**config.mk**
```make
export PLATFORM = sky130hd
export DESIGN_NAME = instr_mem_responder
export DESIGN_NICKNAME = d
export VERILOG_FILES = /design/src/rtl/instr_mem_responder.sv
export SDC_FILE = /design/constraint.sdc
export NUM_CORES = 1
export LEC_CHECK = 0
export BUFFER_PORTS_ARGS = -buffer_cell sky130_fd_sc_hd__buf_4
export CAP_MARGIN = 20
export CORE_ASPECT_RATIO = 1.75
export CORE_UTILIZATION = 53
export DETAILED_ROUTE_END_ITERATION = 16
export PLACE_DENSITY = 0.75
export SYNTH_ARGS = -nofsm -noshare
export SYNTH_HDL_FRONTEND = slang
export SYNTH_SLANG_ARGS = --single-unit
```
**constraint.sdc**
```tcl
create_clock -name clk -period 2.5 [get_ports clk]
set_input_delay 0.25 -clock clk [delete_from_list [all_inputs] [get_ports clk]]
set_output_delay 0.25 -clock clk [all_outputs]
set_load 0.1 [all_outputs]
```
**src/rtl/instr_mem_responder.sv**
```systemverilog
// ---------------------------------------------------------------------------
// instr_mem_responder
//
// Instruction memory for the 4-bit processor. It answers fetch requests from
// the control unit with one cycle of latency, through a 2-entry response
// queue and a valid/ready handshake. A program-load port fills the array.
// Per-entry valid bits flag slots that were never programmed. The data of
// such a slot is returned as 0, with rsp_empty_o set.
//
// Ports
//   clk, rst_n        rising-edge clock, asynchronous active-low reset
//   fetch_req_i       fetch request from the control unit
//   fetch_addr_i      fetch address (pc)
//   fetch_ready_o     a fetch can be accepted this cycle
//   rsp_valid_o       a response is at the queue head
//   rsp_data_o        instruction word at the queue head (0 when empty)
//   rsp_empty_o       the head response came from an unprogrammed slot
//   rsp_ready_i       the control unit consumes the head response
//   prog_we_i         write one instruction
//   prog_addr_i       program write address
//   prog_data_i       program write data
//   prog_clear_i      invalidate all entries (a same-cycle write still wins)
//   fetch_cnt_o       count of completed responses, modulo 256
// ---------------------------------------------------------------------------
module instr_mem_responder #(
  parameter int AW = 4,
  parameter int DW = 4
) (
  input  logic          clk,
  input  logic          rst_n,
  input  logic          fetch_req_i,
  input  logic [AW-1:0] fetch_addr_i,
  output logic          fetch_ready_o,
  output logic          rsp_valid_o,
  output logic [DW-1:0] rsp_data_o,
  output logic          rsp_empty_o,
  input  logic          rsp_ready_i,
  input  logic          prog_we_i,
  input  logic [AW-1:0] prog_addr_i,
  input  logic [DW-1:0] prog_data_i,
  input  logic          prog_clear_i,
  output logic [7:0]    fetch_cnt_o
);

  localparam int DEPTH = 1 << AW;

  // Instruction array and the per-entry programmed flags.
  logic [DW-1:0]    mem_q [DEPTH];
  logic [DEPTH-1:0] vld_q, vld_d;

  // Response queue: two slots addressed by wrapping 1-bit pointers.
  logic [DW-1:0] qdata_q [2];
  logic [1:0]    qempty_q;
  logic          wr_ptr_q, rd_ptr_q;
  logic [1:0]    count_q, count_d;

  logic          rst_done_q;
  logic [7:0]    cnt_q;

  logic          push, pop;
  logic          rd_vld;
  logic [DW-1:0] rd_data;

  assign fetch_ready_o = rst_done_q && (count_q != 2'd2);
  assign rsp_valid_o   = (count_q != 2'd0);
  assign rsp_data_o    = rsp_valid_o ? qdata_q[rd_ptr_q] : '0;
  assign rsp_empty_o   = rsp_valid_o ? qempty_q[rd_ptr_q] : 1'b0;
  assign fetch_cnt_o   = cnt_q;

  assign push = fetch_req_i && fetch_ready_o;
  assign pop  = rsp_valid_o && rsp_ready_i;

  // The array is read combinationally from the current register state. A
  // write or clear at the same edge therefore cannot affect this fetch:
  // the fetch sees the contents from before the write.
  assign rd_vld  = vld_q[fetch_addr_i];
  assign rd_data = rd_vld ? mem_q[fetch_addr_i] : '0;

  always_comb begin
    vld_d = vld_q;
    if (prog_clear_i) vld_d = '0;
    if (prog_we_i)    vld_d[prog_addr_i] = 1'b1;
  end

  always_comb begin
    count_d = count_q;
    case ({push, pop})
      2'b10:   count_d = count_q + 2'd1;
      2'b01:   count_d = count_q - 2'd1;
      default: count_d = count_q;
    endcase
  end

  // Control state: flags, pointers, counters.
  always_ff @(posedge clk or negedge rst_n) begin
    if (!rst_n) begin
      rst_done_q <= 1'b0;
      vld_q      <= '0;
      count_q    <= 2'd0;
      wr_ptr_q   <= 1'b0;
      rd_ptr_q   <= 1'b0;
      cnt_q      <= 8'd0;
    end else begin
      rst_done_q <= 1'b1;
      vld_q      <= vld_d;
      count_q    <= count_d;
      if (push) wr_ptr_q <= ~wr_ptr_q;
      if (pop) begin
        rd_ptr_q <= ~rd_ptr_q;
        cnt_q    <= cnt_q + 8'd1;
      end
    end
  end

  // Data storage is not reset. The vld and count registers gate its visibility.
  always_ff @(posedge clk) begin
    if (prog_we_i) mem_q[prog_addr_i] <= prog_data_i;
    if (push) begin
      qdata_q[wr_ptr_q]  <= rd_data;
      qempty_q[wr_ptr_q] <= ~rd_vld;
    end
  end

endmodule

```
==> reports/results.txt, run 1 <==
The run gives 7620 um^2 as the area of the core. TritonCTS built the clock tree. From synthesis to final layout, the design area changed by 16.3%.

In the final design database the tool counted 299 nets. Based on the critical path, the design can be clocked at up to 576 MHz. Setup violations remaining at the end of the flow were counted as 0. The die covers 8260 um^2. Of all flip-flops after synthesis, the portion carrying an async set or reset was 28.2%.

The time the worst path needs with I/O delays and setup was 1.74 ns; the worst endpoint required time was 2.58 ns. The tools report the number of vias in the routed layout as 2198. The number of buffers and inverters on the critical path is 0.

The vertical die dimension was 120 um. The tools report the total grt overflow as 0. The flow ran to the end, and the final reports show no timing, DRC or antenna violations. Leaving out fill and tap cells, the most frequent cells in the layout are sky130_fd_sc_hd__edfxtp_1, sky130_fd_sc_hd__buf_4, sky130_fd_sc_hd__dfrtp_1. After technology mapping, the gate count stands at 241.

After detailed routing, the number of vias per cell comes to 5.91. In the global route stage, met1 resource usage came out at 22.9%. The final routed wire length divided by cell count works out to 20.0 um. Traced cell by cell, the critical path runs through mux4_1, a22oi_1, and3_1, a31oi_1. The logs give 9 for the number of buffers added by the clock tree synthesis step and 0 for the count of max-cap constraint violations. The number of standard-cell rows in the floorplan came out at 42. The relative max-transition margin was 44.8%; the pin count of the biggest net entering global routing was 30. Once placement completed, the tool counted placed cells totaling 355. In this run the power density over the cells is 1060 nW/um^2. For the minimum setup slack in the final design, the log shows 0.764 ns. Launching element of the worst setup path: vld_q[1]. The clock passes through at most 2 buffers.

The clock reaches the later pin of the worst-skew pair after 0.35 ns. The number of sinks on the clock net came out at 103. IR analysis of the VDD net gives a maximum drop of 0.000697 V. Count of state elements after synthesis: 103. A synthesized cell averages 17.4 um^2.

Along the worst path, the maximum fanout reaches 6. The proportion of layout cells with a drive suffix above 1 works out to 21.5%. The worst setup path is captured at a register.

The run gives 0 as the number of setup buffers added after CTS. The leakage component of the power was 1.98 nW. The class of the most critical hold timing path was input pin to register. The largest individual stage delay along the critical path comes from the cell sky130_fd_sc_hd__mux4_1. The synthesized netlist occupies a cell area of 4180 um^2.

The first global-routing pass estimated 12100 um of wire. At the end of routability-driven placement, the weighted congestion stood at 0.790. The number of flops mapped to enable cells by yosys was 74. The tools report the initial antenna violation count as 0. The filler cells instantiated in the layout total 531.

The run gives 20.2% as the global router's overall resource usage. The logs give 261 for the synthesized net count and 372 for the final cell count without fillers. The worst path arrival time is 1.82 ns, and the placed wire-length estimate is 5310 um. The run gives 0 as the antenna violation net count after detailed routing. After layout, the worst path uses 69.4% of the clock period. The tools report the post-detailed-placement cell area as 4480 um^2. For the count of hold buffers inserted by post-cts repair, the log shows 1. The run gives 0 as the number of antenna repair diodes.

The biggest cell delay along the critical path was 0.52 ns; the total DRC errors in the routed layout was 0. The tools report the startpoint type of the worst setup path as a register. Leaving out fill and tap cells, the most frequent cell in the layout is sky130_fd_sc_hd__edfxtp_1. Setup repair after global routing left no endpoint under its margin. The worst setup path category was register to register.

The kind of cell adding the most delay to the critical path was multiplexers. Global routing consumed, on the met2 layer, 34.6% of the routing resources. Timing analysis after detailed placement gives a worst setup slack of 0.543 ns. The tools report the number of H-tree branching levels as 3. The global routing stage identified its most utilized layer as met2. The worst-case clock skew is 0.00550 ns. The logs give 0 for the count of final hold-check violations and 5.21% for the global-route met3 utilization. Number of max-slew violations in the final report: 0. In this run the clock root is driven by a sky130_fd_sc_hd__clkbuf_16. After clock tree synthesis, the repair step resized 0 gates. The via count of the first global-routing pass is 2268. The pin slew with the least headroom to its limit is 0.822 ns.

Number of optimization iterations in the first detailed-route pass: 4. Yosys mapped the design onto 31 distinct sky130hd cell types. The routed design has 7420 um of wire. The logs give 54.9% for the initial standard-cell utilization of the core and 4860 um^2 for the final non-filler cell area. The synthesis warning total came out at 0. Starting DRC count in detailed routing: 157.

Post-CTS clock slew at the launch and capture registers of the worst setup and hold paths: 0.06 ns. The startpoint identified for the worst register-to-register timing path is vld_q[1]. Summed over all failing endpoints, the final setup total negative slack is 0 ns.

During placement, the flow inserted port buffers numbering 32. For this run, the leading register cell type out of synthesis is sky130_fd_sc_hd__edfxtp_1. The startpoint identified for the worst hold timing path is prog_data_i[3]. The tools report the sequential fraction of the synthesis area as 70.5%.

The floorplan step set the die width to 69.1 um. 33 I/O pins were placed.
[Yosys cell counts, types with 3 or more instances]
| cell | instances | share of area (%) |
|---|---|---|
| sky130_fd_sc_hd__mux4_1 | 12 | 7.5 |
| sky130_fd_sc_hd__and3_1 | 3 | 0.45 |
| sky130_fd_sc_hd__nor2_1 | 22 | 2.0 |
| sky130_fd_sc_hd__dfrtp_1 | 29 | 17 |
| sky130_fd_sc_hd__nor3_1 | 5 | 0.60 |
| sky130_fd_sc_hd__a22oi_1 | 5 | 0.90 |
| sky130_fd_sc_hd__nand2_1 | 12 | 1.1 |
| sky130_fd_sc_hd__a21o_1 | 16 | 2.9 |
| sky130_fd_sc_hd__mux4_2 | 8 | 4.3 |
| sky130_fd_sc_hd__buf_6 | 3 | 0.81 |
| sky130_fd_sc_hd__inv_1 | 4 | 0.36 |
| sky130_fd_sc_hd__edfxtp_1 | 74 | 53 |
| sky130_fd_sc_hd__nand3_1 | 8 | 0.96 |
| sky130_fd_sc_hd__xor2_1 | 3 | 0.63 |
| sky130_fd_sc_hd__xnor2_1 | 9 | 1.9 |
| sky130_fd_sc_hd__mux2i_1 | 5 | 1.2 |
| sky130_fd_sc_hd__a31oi_1 | 4 | 0.60 |
[report_power, final]
| part | leakage (nW) | total [W] | switching (W) | internal (W) |
|---|---|---|---|---|
| logic | 0.752 | 0.00135 | 0.00102 | 0.000338 |
| registers | 1.05 | 0.00210 | 0.000132 | 0.00197 |
| clock network | 0.172 | 0.00169 | 0.000604 | 0.00108 |
| total | 1.98 | 0.00514 | 0.00175 | 0.00339 |
[final timing paths]
kind                            cells past startpoint  slack [ns]             end
worst max-delay path                                4        0.76   qdata_q[0][1]
worst min-delay path                                1        0.22    mem_q[14][3]
worst max register to register                      4        0.76   qdata_q[0][1]
worst min register to register                      1        0.48  fetch_cnt_o[7]
max in group asynchronous                           2        1.85        vld_q[9]
min in group asynchronous                           2        0.37  fetch_cnt_o[3]
[routing by layer]
| metal | wire length (um) | vias to the layer above |
|---|---|---|
| li1 | - | 1014 |
| met4 | 184 | 0 |
| met2 | 4190 | 58 |
| met5 | 0 | - |
| met1 | 2730 | 1117 |
| met3 | 317 | 9 |
[flip-flops by register name, indices dropped and copies added, names as in the netlist]
name,count
mem_q,64
count_q,2
rd_ptr_q,1
wr_ptr_q,1
qdata_q,8
qempty_q,2
rst_done_q,1
vld_q,16
fetch_cnt_o,8
[stage by stage]
stage	hold slack [ns]	power [W]	util, %
after CTS	0.216	0.00519	63.8
final	0.223	0.00514	63.8
after floorplan	-0.0456	0.00319	-
after detailed placement	0.202	0.00350	58.8
after global placement	0.189	0.00347	58.8
after global routing	0.227	0.00532	63.8
[worst register-to-register path: stages, from the launching register on]
cell,delay [ns]
sky130_fd_sc_hd__dfrtp_1,0.38
sky130_fd_sc_hd__mux4_1,0.52
sky130_fd_sc_hd__a22oi_1,0.20
sky130_fd_sc_hd__and3_1,0.29
sky130_fd_sc_hd__a31oi_1,0.09
[cells by family (layout without fill, tap and decap cells)]
family                     count (synthesis)  after routing  synth area share, %
DFF                                      103            103                 70.5
muxes                                     25             25                 13.0
buffers and inverters                     12             55                 1.97
and+or+nand+nor                           59             59                 6.61
adders and majority gates                  2              2                0.598
xor gates and xnor gates                  12             12                 2.51
AOI/OAI and AO/OA                         27             27                 4.67
other                                      1              1               0.0897
[layout make-up]
cell class                      count  area (um^2)  share of cell area (%)
Clock buffer                        9          225                    4.63
Multi-Input combinational cell    126         1150                    23.8
Sequential cell                   103         2950                    60.6
Timing Repair Buffer               35          265                    5.46
Clock inverter                      7          144                    2.96
Inverter                            4         15.0                   0.309
Tap cell                           88          110                    2.26
Note: power is estimated with default switching activity, not from simulation.
==> run 2, diff against run 1 <==
- clock period: 2.5 -> 1.8 ns (I/O delays scaled with it)
==> run 2 against run 1 <==
Effect of this change: cell count increased by 2.7%; combinational power increased by 46%; die area stayed put; clock skew increased by 0.00077 ns; utilization is 0.43 points higher; clock-buffer cell count unchanged; critical path depth did not move; flip-flop and latch count stayed put; wire length is 0.61% higher; register-to-register slack got worse by 0.66 ns; fmax increased by 2.6%; total power up 31%; highest routed layer unchanged.
==> reports/results.txt, run 2 (synthesized netlist as in run 1, its figures left out) <==
TritonCTS built the clock tree. Floorplan die area: 8260 um^2 (unchanged). The tools report the final-report setup violation count as 0 (unchanged).

The startpoint of the lowest-slack register-to-register path was vld_q[1] (unchanged). The tools report the sort of element at the end of the critical path as a register (unchanged). The class of the most critical hold timing path is input pin to register (unchanged). The post-detailed-placement cell area was 4600 um^2 (was 4480 um^2). The worst path arrival time came out at 1.77 ns (was 1.82 ns). The final estimated routing congestion in global placement was 0.792 (was 0.790); the initial antenna violation count was 0 (unchanged).

Pin count of the biggest net entering global routing: 30 (unchanged). The power density over cell area was 1380 nW/um^2 (was 1060 nW/um^2). The depth of the worst hold-timing path came out at 1 (unchanged). Endpoint of the lowest-slack register-to-register path: qdata_q[0][1] (unchanged). The logs give 0 (unchanged) for the number of setup buffers added after CTS and 4890 um^2 (was 4860 um^2) for the final non-filler cell area. The run gives 3 (unchanged) as the number of H-tree branching levels. Worst-case clock skew: 0.00628 ns (was 0.00550 ns). Number of sinks on the clock net: 103 (unchanged).

The count of input and output buffers is 32 (unchanged). The startpoint type of the worst setup path is a register (unchanged). Setup repair after global routing left no endpoint under its margin.

The logs give 0.35 ns (about the same) for the later-pin clock latency in the skew report and 2248 (was 2198) for the number of vias in the routed layout. For the global router's overall resource usage, the log shows 20.0% (was 20.2%). The number of I/O pins is 33 (unchanged). The worst setup path category is register to register (unchanged). The run gives 0 (unchanged) as the total grt overflow. Most frequent cells in the layout: sky130_fd_sc_hd__edfxtp_1, sky130_fd_sc_hd__buf_4, sky130_fd_sc_hd__dfrtp_1 (unchanged). Largest register by flop count: mem_q (unchanged). The antenna violation net count after detailed routing is 0 (unchanged), and the relative max-transition margin is 64.8% (was 44.8%).

For the highest clock frequency the design can meet, the log shows 591 MHz (was 576 MHz). The placed cell count is 365 (was 355). The final routed wire length divided by cell count works out to 19.5 um (was 20.0 um). The pin slew with the least headroom to its limit came out at 0.525 ns (was 0.822 ns). The number of fill cells is 541 (was 531). The tools report the launch instance of the worst min-delay path as prog_data_i[2] (was prog_data_i[3]).

The post-CTS clock slew at the launch and capture registers of the worst setup and hold paths was 0.07 ns (was 0.06 ns); the register cell area after layout was 2950 um^2 (about the same). The total DRC errors in the routed layout came out at 0 (unchanged). Flip-flop count of the largest register, all copies and words added: 64 (unchanged). Launching element of the worst setup path: vld_q[1] (unchanged). Largest registers: mem_q x64, vld_q x16 (unchanged). The logs give 1.88 ns (was 2.58 ns) for the worst endpoint required time and 382 (was 372) for the final cell count without fillers. The area growth from synthesis to layout came out at 17.1% (was 16.3%). Most common library cell in the layout ignoring fill and taps: sky130_fd_sc_hd__edfxtp_1 (unchanged). The setup TNS is 0 ns (unchanged), and the area of the core is 7620 um^2 (unchanged).

The detail-routed via count per cell was 5.88 (was 5.91); the count of final hold-check violations was 0 (unchanged). The buffer cell driving the clock tree root is sky130_fd_sc_hd__clkbuf_16 (unchanged). Horizontal extent of the die: 69.1 um (unchanged). Overall power consumption: 0.00676 W (was 0.00514 W). The logs give 12000 um (was 12100 um) for the wire length of the first global-routing pass and 4 (unchanged) for the number of optimization iterations in the first detailed-route pass. The initial standard-cell utilization of the core was 54.9% (unchanged); the depth of the most critical reg-to-reg path was 4 (unchanged). The total number of nets in the final design was 309 (was 299); the register-to-register setup slack was 0.11 ns (was 0.76 ns). The number of max-slew violations in the final report is 0 (unchanged). The proportion of layout cells with a drive suffix above 1 works out to 27.9% (was 21.5%). The portion of the clock cycle consumed by the worst path in the final layout is 94.0% (was 69.4%). The leakage component of the power was 2.00 nW (was 1.98 nW). The worst vdd rail ir drop is 0.000721 V (was 0.000697 V).

The area used by multi-input combinational logic was 1190 um^2 (was 1150 um^2); the wire length after detailed routing was 7470 um (was 7420 um). The run gives 0.165 ns (was 0.223 ns) as the worst hold margin. Number of buffers added by the clock tree synthesis step: 9 (unchanged). Time the worst path needs with I/O delays and setup: 1.69 ns (was 1.74 ns). The number of antenna repair diodes is 0 (unchanged). The maximum fanout count along the critical path is 6 (unchanged). The tools report the via count of the first global-routing pass as 2373 (was 2268). The maximum root-to-sink buffer count came out at 2 (unchanged). The run finished with clean final reports. Endpoint of the worst hold path: mem_q[12][2] (was mem_q[14][3]).

The number of standard-cell rows in the floorplan is 42 (unchanged), and the count of max-cap constraint violations is 0 (unchanged). The vertical die dimension works out to 120 um (unchanged). The tools report the placed wire-length estimate as 5360 um (was 5310 um). Starting DRC count in detailed routing: 140 (was 157).
run 2: changes by cell type in the layout (fill, tap and decap cells not counted), sizes merged:
cell | previous run | this run
clkinvlp | 2 | 0
inv | 5 | 10
clkinv | 0 | 1
buf | 34 | 44
bufinv | 4 | 0
run 2: layer usage:
layer  part of all wire (%)  routed length, um  vias to the layer above  GRT usage [%]
met5                      0                  0                        -              0
met4                    3.2                242                        0           12.2
met3                    3.5                258                       14           3.36
met2                     57               4270                       61           35.7
met1                     36               2690                     1144           21.9
li1                       -                  -                     1029              -
run 2: what timing repair did:
item | in CTS | in global routing
gates resized for setup | 0 | 1
endpoints found under the hold margin | 29 | 0
endpoints found under the setup margin | 0 | 8
hold buffers | 1 | 0
run 2: how the worst max path moves through the flow:
| stage | to | slack, ns |
|---|---|---|
| 4_1_cts | qdata_q[0][1] | 0.07 |
| 2_1_floorplan | count_q[1] | -0.13 |
| 6_report | qdata_q[0][1] | 0.11 |
| 3_5_place_dp | qdata_q[0][1] | 0.03 |
| 5_1_grt | qdata_q[0][2] | 0.003 |
| 3_3_place_gp | qdata_q[1][1] | 0.08 |
run 2: through the flow:
stage	setup WS, ns	util, %
global placement	0.0835	60.3
floorplan	-0.127	-
finish	0.107	64.2
CTS	0.0683	64.2
detailed placement	0.0284	60.3
global route	0.00338	64.2
run 2: cell type report:
class                   count  share of cell area [%]
inverters                   4                   0.307
clock inverters             7                    1.23
flip-flops and latches    103                    60.3
well taps                  88                    2.25
multi-input cells         126                    24.4
clock buffers               9                    4.60
repair buffers             45                    6.95
run 2: worst max-delay path, cell delays in order, from the launching register on:
cell	delay, ns
sky130_fd_sc_hd__dfrtp_1	0.38
sky130_fd_sc_hd__mux4_1	0.52
sky130_fd_sc_hd__a22oi_1	0.18
sky130_fd_sc_hd__and3_2	0.26
sky130_fd_sc_hd__a31oi_1	0.08
run 2: power breakdown:
| part | switching (W) | leakage, nW | total [W] | internal, W |
|---|---|---|---|---|
| combinational | 0.00145 | 0.810 | 0.00197 | 0.000520 |
| sequential | 0.000188 | 1.05 | 0.00293 | 0.00274 |
| clock | 0.000888 | 0.144 | 0.00186 | 0.000970 |
| total | 0.00253 | 2.00 | 0.00676 | 0.00423 |
==> run 3, diff against run 2 <==
- PLACE_DENSITY: 0.75 -> 0.72
==> run 3 against run 2 <==
Effect of this change: fmax increased by 0.11%; sequential power about the same; largest cell class unchanged; largest power group unchanged; worst setup slack improved by 0.0019 ns; critical endpoint is now qdata_q[0][2]; highest routed layer unchanged; clock power increased by 11%; wire length increased by 2.1%; critical path depth unchanged.
==> reports/results.txt, run 3 (synthesized netlist as in run 1, its figures left out) <==
The time the worst path needs with I/O delays and setup was 1.69 ns (about the same); the setup slack after placement was 0.0531 ns (was 0.0284 ns). The detail-routed via count per cell is 5.71 (was 5.88), and the number of buffer and inverter instances along the worst setup path is 0 (unchanged). The minimum setup slack in the final design was 0.109 ns (was 0.107 ns); the number of optimization iterations in the first detailed-route pass was 4 (unchanged). The final-report setup violation count was 0 (unchanged). The number of sinks on the clock net was 103 (unchanged). The tools report the total grt overflow as 0 (unchanged). The net switching fraction of the power was 34.6% (was 37.4%). Most common library cell in the layout ignoring fill and taps: sky130_fd_sc_hd__edfxtp_1 (unchanged). Wire length after detailed routing: 7620 um (was 7470 um).

Later-pin clock latency in the skew report: 0.34 ns (was 0.35 ns). The logs give 2950 um^2 (unchanged) for the register cell area after layout and 77 (was 140) for the starting DRC count in detailed routing. Standard cell with the maximum stage delay on the critical path: sky130_fd_sc_hd__mux4_1 (unchanged). The global router's overall resource usage is 20.2% (was 20.0%).

The run gives 1190 um^2 (unchanged) as the area used by multi-input combinational logic. The number of I/O pins was 33 (unchanged); the total number of nets in the final design was 312 (was 309). The logs give 0.803 (was 0.792) for the final estimated routing congestion in global placement and 0 (unchanged) for the number of setup buffers added after CTS.

Worst setup path category: register to register (unchanged). For the number of buffers added by the clock tree synthesis step, the log shows 9 (unchanged). The pin slew with the least headroom to its limit was 0.595 ns (was 0.525 ns); the proportion of layout cells with a drive suffix above 1 was 27.9% (about the same).

Kind of cell adding the most delay to the critical path: multiplexers (unchanged). The worst endpoint required time came out at 1.87 ns (was 1.88 ns). The largest register by flop count is mem_q (unchanged).

Placed cell count: 368 (was 365). The run finished with clean final reports. The worst-case clock skew was 0.00355 ns (was 0.00628 ns).

The relative max-transition margin was 60.2% (was 64.8%). For the antenna violation net count after detailed routing, the log shows 0 (unchanged). The biggest cell delay along the critical path is 0.51 ns (was 0.52 ns), and the pin count of the biggest net entering global routing is 30 (unchanged). TritonCTS built the clock tree.

Cells along the critical path: mux4_1, a22oi_1, and3_2, a31oi_1 (unchanged). The run gives 2309 (was 2373) as the via count of the first global-routing pass. Placed wire-length estimate: 5600 um (was 5360 um). The vertical die dimension works out to 120 um (unchanged). The maximum fanout count along the critical path was 6 (unchanged).

The maximum root-to-sink buffer count is 2 (unchanged). Setup repair after global routing left no endpoint under its margin. The sort of element at the end of the critical path is a register (unchanged).

The startpoint type of the worst setup path was a register (unchanged). The wire length of the first global-routing pass was 12000 um (about the same). The run gives 3 (unchanged) as the number of H-tree branching levels. Number of antenna repair diodes: 0 (unchanged). Largest registers: mem_q x64, vld_q x16 (unchanged).

The class of the most critical hold timing path was input pin to register (unchanged). For the initial antenna violation count, the log shows 0 (unchanged). The buffer cell driving the clock tree root was sky130_fd_sc_hd__clkbuf_16 (unchanged). The logs give 0 (unchanged) for the count of max-cap constraint violations and 591 MHz (about the same) for the highest clock frequency the design can meet. Area growth from synthesis to layout: 18.6% (was 17.1%).

Initial standard-cell utilization of the core: 54.9% (unchanged). The number of vias in the routed layout was 2197 (was 2248). For the worst vdd rail ir drop, the log shows 0.000829 V (was 0.000721 V). Share of power burned in the clock network: 29.8% (was 27.5%).

For the worst path arrival time, the log shows 1.76 ns (was 1.77 ns). Number of standard-cell rows in the floorplan: 42 (unchanged). The horizontal extent of the die is 69.1 um (unchanged), and the power density over cell area is 1400 nW/um^2 (was 1380 nW/um^2). The post-CTS clock slew at the launch and capture registers of the worst setup and hold paths came out at 0.06 ns (was 0.07 ns). The count of input and output buffers works out to 32 (unchanged). For the setup TNS, the log shows 0 ns (unchanged).

The switching power total was 0.00241 W (was 0.00253 W); the sequential group share of total power was 42.0% (was 43.3%). The total DRC errors in the routed layout is 0 (unchanged), and the relative contribution of combinational cells to total power is 28.2% (was 29.2%). Worst hold margin: 0.148 ns (was 0.165 ns).

Most frequent cells in the layout: sky130_fd_sc_hd__edfxtp_1, sky130_fd_sc_hd__buf_4, sky130_fd_sc_hd__dfrtp_1 (unchanged). The number of max-slew violations in the final report came out at 0 (unchanged). The portion of the clock cycle consumed by the worst path in the final layout was 93.9% (was 94.0%).

The leakage component of the power is 2.04 nW (was 2.00 nW), and the final routed wire length divided by cell count is 19.8 um (was 19.5 um). For the count of final hold-check violations, the log shows 0 (unchanged). Flip-flop count of the largest register, all copies and words added: 64 (unchanged). The area of the core is 7620 um^2 (unchanged).

The logs give 385 (was 382) for the final cell count without fillers and 0.00455 W (was 0.00423 W) for the cell internal power dissipation. The run gives 532 (was 541) as the number of fill cells. The floorplan die area came out at 8260 um^2 (unchanged).
run 3: changes by cell type in the layout (fill, tap and decap cells not counted), sizes merged:
cell    delta
inv        -6
clkbuf     +4
buf        +3
bufinv     +2
run 3: path summary, 6_finish.rpt:
path	cells after the start	startpoint	slack, ns	to
worst max-delay path	4	vld_q[1]	0.11	qdata_q[0][2]
worst min-delay path	1	prog_data_i[0]	0.15	mem_q[0][0]
worst max register to register	4	vld_q[1]	0.11	qdata_q[0][2]
worst min register to register	1	vld_q[9]	0.47	vld_q[9]
max in group asynchronous	2	rst_n	1.20	fetch_cnt_o[0]
min in group asynchronous	2	rst_n	0.30	fetch_cnt_o[3]
run 3: stage by stage:
step / total power, W / cell area [um^2] / util (%)
after floorplan: 0.00450 / 4230 / -
after global placement: 0.00492 / 4620 / 60.6
after detailed placement: 0.00495 / 4620 / 60.6
after CTS: 0.00701 / 4960 / 65.0
after global routing: 0.00721 / 4960 / 65.1
final: 0.00696 / 4960 / 65.1
run 3: worst reg2reg max path, stage by stage, from the launching register on:
cell                      delay (ns)
sky130_fd_sc_hd__dfrtp_1        0.38
sky130_fd_sc_hd__mux4_1         0.51
sky130_fd_sc_hd__a22oi_1        0.18
sky130_fd_sc_hd__and3_2         0.27
sky130_fd_sc_hd__a31oi_1        0.08
run 3: cell type report:
cell class                      count  share of cell area [%]
Inverter                            4                   0.303
Sequential cell                   103                    59.5
Clock buffer                       13                    5.25
Timing Repair Buffer               48                    7.32
Clock inverter                      3                    1.31
Tap cell                           88                    2.22
Multi-Input combinational cell    126                    24.1
run 3: power groups by stage:
stage               logic [W]  clock network, W  registers, W
floorplan             0.00111                 0       0.00339
detailed placement    0.00197                 0       0.00298
global route          0.00206           0.00219       0.00296
finish                0.00196           0.00207       0.00293
CTS                   0.00198           0.00210       0.00293
global placement      0.00195                 0       0.00297
run 3: layer usage:
metal,up-vias,GRT usage (%),share of wire (%)
met5,-,0,0
met4,0,11.2,3.1
met3,15,4.20,3.1
met2,55,36.1,56
met1,1089,22.1,38
li1,1038,-,-
run 3: timing repair:
action	in CTS	in global routing
gates resized for setup	0	1
hold buffers	1	0
endpoints found under the hold margin	29	0
endpoints found under the setup margin	0	6
